File: src/rtl/jtag_er1_dr.sv
// ER1 user data register in the JTCK domain: captures status, shifts TDI/TDO, validates scan length on update.
// Optional JTAG_ER1_PARITY_EN: one extra odd-parity bit is shifted last and checked before accepting.
module jtag_er1_dr #(
  parameter int DR_WIDTH  = 16,
  parameter int CNT_WIDTH = 8
) (
  input  logic                 jtck,
  input  logic                 jrstn,
  input  logic                 jce1,
  input  logic                 jshift,
  input  logic                 jupdate,
  input  logic                 jtdi,
  output logic                 jtdo1,
  output logic [DR_WIDTH-1:0]  data_out,
  output logic                 data_valid,
  output logic [CNT_WIDTH-1:0] good_cnt,
  output logic [CNT_WIDTH-1:0] err_cnt,
  output logic                 len_err
);

`ifdef JTAG_ER1_PARITY_EN
  localparam int SR_W = DR_WIDTH + 1;
`else
  localparam int SR_W = DR_WIDTH;
`endif
  localparam int BC_W = $clog2(SR_W) + 2;
  localparam logic [BC_W-1:0] BC_MAX = '1;
  localparam logic [BC_W-1:0] BC_LEN = BC_W'(SR_W);

  logic [SR_W-1:0]      sr_q, sr_d;
  logic [BC_W-1:0]      bit_cnt_q, bit_cnt_d;
  logic                 armed_q, armed_d;
  logic [DR_WIDTH-1:0]  data_q, data_d;
  logic                 dv_q, dv_d;
  logic [CNT_WIDTH-1:0] good_q, good_d;
  logic [CNT_WIDTH-1:0] err_q, err_d;
  logic                 len_err_q, len_err_d;

  logic            capture, shift, update, accept;
  logic [SR_W-1:0] status;

  assign capture = jce1 & ~jshift;
  assign shift   = jce1 & jshift;
  assign update  = jupdate & armed_q;

  // Status word read back by drscan; needs DR_WIDTH >= 9 and CNT_WIDTH >= 4.
  always_comb begin
    status      = '0;
    status[3:0] = err_q[3:0];
    status[7:4] = good_q[3:0];
    status[8]   = len_err_q;
`ifdef JTAG_ER1_PARITY_EN
    status[DR_WIDTH] = 1'b1;
`endif
  end

`ifdef JTAG_ER1_PARITY_EN
  assign accept = (bit_cnt_q == BC_LEN) & (^sr_q);
`else
  assign accept = (bit_cnt_q == BC_LEN);
`endif

  always_comb begin
    sr_d      = sr_q;
    bit_cnt_d = bit_cnt_q;
    armed_d   = armed_q;
    data_d    = data_q;
    dv_d      = 1'b0;
    good_d    = good_q;
    err_d     = err_q;
    len_err_d = len_err_q;

    if (update) begin
      armed_d = 1'b0;
      if (accept) begin
        data_d    = sr_q[DR_WIDTH-1:0];
        dv_d      = 1'b1;
        good_d    = good_q + CNT_WIDTH'(1);
        len_err_d = 1'b0;
      end else begin
        err_d     = err_q + CNT_WIDTH'(1);
        len_err_d = 1'b1;
      end
    end

    if (capture) begin
      sr_d      = status;
      bit_cnt_d = '0;
      armed_d   = 1'b1;
    end else if (shift) begin
      sr_d = {jtdi, sr_q[SR_W-1:1]};
      if (bit_cnt_q != BC_MAX) bit_cnt_d = bit_cnt_q + BC_W'(1);
    end
  end

  always_ff @(posedge jtck or negedge jrstn) begin
    if (!jrstn) begin
      sr_q      <= '0;
      bit_cnt_q <= '0;
      armed_q   <= 1'b0;
      data_q    <= '0;
      dv_q      <= 1'b0;
      good_q    <= '0;
      err_q     <= '0;
      len_err_q <= 1'b0;
    end else begin
      sr_q      <= sr_d;
      bit_cnt_q <= bit_cnt_d;
      armed_q   <= armed_d;
      data_q    <= data_d;
      dv_q      <= dv_d;
      good_q    <= good_d;
      err_q     <= err_d;
      len_err_q <= len_err_d;
    end
  end

  // LSB straight from the register so the TAP can sample it on the falling edge.
  assign jtdo1      = sr_q[0];
  assign data_out   = data_q;
  assign data_valid = dv_q;
  assign good_cnt   = good_q;
  assign err_cnt    = err_q;
  assign len_err    = len_err_q;

endmodule

File: config.mk
export PLATFORM = sky130hd
export DESIGN_NAME = jtag_er1_dr
export DESIGN_NICKNAME = d
export VERILOG_FILES = /design/src/rtl/jtag_er1_dr.sv
export SDC_FILE = /design/constraint.sdc
export NUM_CORES = 1
export LEC_CHECK = 0
export CAP_MARGIN = 20
export CORE_MARGIN = 2
export CORE_UTILIZATION = 35
export CTS_CLUSTER_DIAMETER = 40
export CTS_CLUSTER_SIZE = 25
export DETAILED_ROUTE_END_ITERATION = 16
export PLACE_DENSITY = 0.6
export SLEW_MARGIN = 20
export SYNTH_ARGS = -nofsm -noshare
export SYNTH_HDL_FRONTEND = slang
export SYNTH_SLANG_ARGS = --single-unit
export TNS_END_PERCENT = 1
File: constraint.sdc
create_clock -name jtck -period 1.8 [get_ports jtck]
set_input_delay 0.18 -clock jtck [delete_from_list [all_inputs] [get_ports jtck]]
set_output_delay 0.18 -clock jtck [all_outputs]
set_load 0.05 [all_outputs]
==> impl_results.md <==
- Status: completed
- Yosys reg bits: 57
- Crit-path slowest cell: clkdlybuf4s50_1
- Row Count: 30
- CP Capture Type: primary output
- DRT antenna net count: 0
- Initial antenna violation count: 0
- Synthesized area: between 2000 and 2500 sq um
- DIE AREA: 7763 sq um
- Cts bufs inserted: 9
- Endpoints failing hold: 0
- Final worst slack: 0.08329 ns
- R2r startpoint: bit_cnt_q[1]$_DFFE_PN0P_
- Crit path DAT: 1.54 ns
- Clk_lat worst skew: 0.33 ns
- Setup WS pre-CTS: 0.06765 ns
- Crit path largest cell delay: 0.82 ns
- Via density: ~4.7
- Leak Pwr: between 0.0015 and 0.002 uW
- Startpoint types: flop
- DRT Pass-1 Iters: 4
- Crit path buf inv count: 1
- CTS tree: done
- Synth Area per Inst: 12.63 sq um
- Largest net degree at the start of global routing: 58
- Net count after synthesis: roughly 200
- Fillcell total: approximately 630
- Min cycle time layout: 1.717 ns
- RSZ-0062 raised after global routing: no
- Top Family by Delay on Critical Path: buffers and inverters
- Clock Skews: about 0.0076 ns
- Post-Layout Inst Area: 3289 sq um
- WS Path Type: flop to primary output
- Maxcap violations: 0
- CTS H-Tree Depth: 3
- Nets: about 260
- Final worst path period share: 95.37%
- Worst slew pin tran: 0.5102 ns
- Syn Inst Count: 196
- Total clock sinks: between 50 and 60
- Wire per inst: 13.39 microns
- Total placed instance area: 3022 sq um
- RD Place Congestion: 0.7359
- Reg clk slew, reported paths: 0.07 ns
- Req. time, crit path: 1.62 ns
- Crit Reg-Reg Endpoint: data_out[4]$_DFFE_PN0P_
- Initial core utilization: ~36%
- R2R Setup Slk: 0.09 ns
- Max Freq: 582.5 MHz
- GRT Overall Usage: ~14%
- Final wirelength: 4685 microns
- Worst Hold Class: input port to async pin
- Layout cell share with drive strength beyond 1: 20.87%
- Io pins: 41
- Count of final setup violators: 0
- Syn. warnings: 0
- First-pass GRT wire length: 7872 microns
- Cells along the critical path: clkdlybuf4s50_1
- Power Density: between 1000 and 1500 nW/um^2
- Setup TNS: 0 ns
- Sequential fraction of the synthesis area: between 50% and 60%
- Netlist cell types: 36
- Vias in the first global route: 1591
- 1st-iter DRT viols: 91
- Worst IR Drop VDD: just over 0.6 mV
- Core area: 6832 sq um
- Vias: 1628
- Root Driver: clkbuf_8
- Layout overhead on the synthesized area: 32.84%
- Max Slew Vio Count: 0
- Drt drc: 0
- CTS Buffer Depth: 2
- Die H: 88.11 microns
- Gr ovfl total: 0
- Port Buffers: 40
- Cells on worst reg2reg path: 6
- Worst slew margin: between 60% and 70%
- Die X: ~88 microns
- HPWL after DPL: a little over 3000 microns
- Antenna Cells: 0
- Crit path max fanout: 3
where the power goes:
| part | internal [uW] | switching (uW) |
|---|---|---|
| Combinational | 291 | 479 |
| Sequential | 1410 | 138 |
| Clock | 956 | 514 |
cell usage after synthesis:
library cell / number / area [sq um]
o22ai_1: 1 / 6.260
nor3_4: 1 / 16.27
nand4bb_4: 1 / 27.53
a2bb2oi_1: 1 / 8.760
nand4_4: 2 / 42.54
and2_1: 2 / 12.51
inv_1: 6 / 22.52
xnor2_1: 7 / 61.31
ha_1: 4 / 50.05
and2_2: 1 / 7.510
and3_1: 2 / 12.51
buf_6: 1 / 11.26
o21bai_2: 1 / 11.26
o211ai_1: 1 / 7.510
xor2_1: 6 / 52.55
mux2_1: 4 / 45.04
buf_1: 1 / 3.750
nand3_2: 2 / 20.02
nor4_1: 1 / 6.260
mux2_2: 14 / 157.7
xnor2_2: 1 / 16.27
clkinv_1: 1 / 3.750
a41oi_1: 1 / 8.760
a22o_1: 8 / 70.07
nand2_1: 9 / 33.78
nor3_1: 2 / 10.01
a21oi_1: 13 / 65.06
buf_8: 1 / 15.01
o21ai_0: 6 / 30.03
mux2i_1: 9 / 90.09
buf_2: 1 / 5.000
or2b_1: 1 / 7.510
dfrtp_1: 57 / 1426
nand3_1: 8 / 40.04
clkbuf_1: 4 / 15.01
nor2_1: 15 / 56.30
through the flow:
stage          power (uW)  hold slack (ns)  utilization (%)  instances
2_1_floorplan        2035          -0.1156                -        196
3_3_place_gp         2343           0.2083            44.23        333
3_5_place_dp         2349           0.2109            44.23        333
4_1_cts              3842           0.3808            47.95        350
5_1_grt              3966           0.4041            48.15        350
6_report             3788           0.3747            48.15        350
placed cells by master (no fill, tap or decap), types with 2 or more instances in the layout:
| master | synthesis | layout |
|---|---|---|
| dfrtp_1 | 57 | 57 |
| clkdlybuf4s50_1 | 0 | 30 |
| nor2_1 | 15 | 15 |
| mux2_2 | 14 | 14 |
| a21oi_1 | 13 | 13 |
| buf_4 | 0 | 11 |
| clkbuf_8 | 0 | 10 |
| nand2_1 | 9 | 9 |
| mux2i_1 | 9 | 9 |
| nand3_1 | 8 | 8 |
| a22o_1 | 8 | 8 |
| xnor2_1 | 7 | 7 |
| inv_1 | 6 | 6 |
| xor2_1 | 6 | 6 |
| o21ai_0 | 6 | 6 |
| mux2_1 | 4 | 4 |
| ha_1 | 4 | 4 |
| dlymetal6s2s_1 | 0 | 4 |
| bufinv_16 | 0 | 3 |
| nand4_4 | 2 | 2 |
| nand3_2 | 2 | 2 |
| nor3_1 | 2 | 2 |
| and2_1 | 2 | 2 |
| and3_1 | 2 | 2 |
| buf_12 | 0 | 2 |
registers in the layout, summed over array words and instances, names as in the netlist:
signal	count
data_out	16
sr_q	16
len_err	1
armed_q	1
bit_cnt_q	6
data_valid	1
good_cnt	8
err_cnt	8
per-layer routing:
layer	routed length, microns	part of all wire [%]	vias to the layer above	global-route usage [%]
met1	2390	51	788	20.01
met4	125	2.7	0	8.264
met2	1980	42	39	17.91
li1	-	-	791	-
met5	0	0	-	0
met3	189	4.0	10	3.487
worst max path at each step:
stage                                   from                  endpoint  slack, ns  cells after the start
detailed placement  bit_cnt_q[1]$_DFFE_PN0P_   data_out[7]$_DFFE_PN0P_       0.07                      6
global placement    bit_cnt_q[1]$_DFFE_PN0P_  data_out[11]$_DFFE_PN0P_       0.10                      6
finish                   len_err$_DFFE_PN0P_                   len_err       0.08                      1
global route        bit_cnt_q[0]$_DFFE_PN0P_   data_out[6]$_DFFE_PN0P_      0.002                      6
floorplan           bit_cnt_q[0]$_DFFE_PN0P_  data_out[10]$_DFFE_PN0P_       0.02                      6
CTS                  good_cnt[0]$_DFFE_PN0P_               good_cnt[0]       0.01                      1
area by class of cell:
type | instances | area [sq um] | area share (%)
clock buffers | 11 | 141.4 | 4.298
inverters | 7 | 26.28 | 0.7988
clock inverters | 5 | 102.6 | 3.119
well taps | 96 | 120.1 | 3.652
multi-input cells | 124 | 973.4 | 29.59
flip-flops and latches | 57 | 1426 | 43.36
repair buffers | 50 | 499.2 | 15.18
cell families (layout without fill, tap and decap cells):
kind of cell	count (synthesis)	in the layout	synth area share, %
compound gates	32	32	8.389
xor+xnor	14	14	5.255
fa+ha+maj	4	4	2.021
buf+inv	15	73	3.081
flops	57	57	57.60
mux	27	27	11.82
simple gates	47	47	11.82
repair_timing:
action | CTS | global route
buffers inserted | 0 | 0
hold buffers | 1 | 0
endpoints found under the setup margin | 0 | 12
hold endpoints to repair | 57 | 0
resized for setup | 0 | 5
Power figures use the tool's default switching activity.
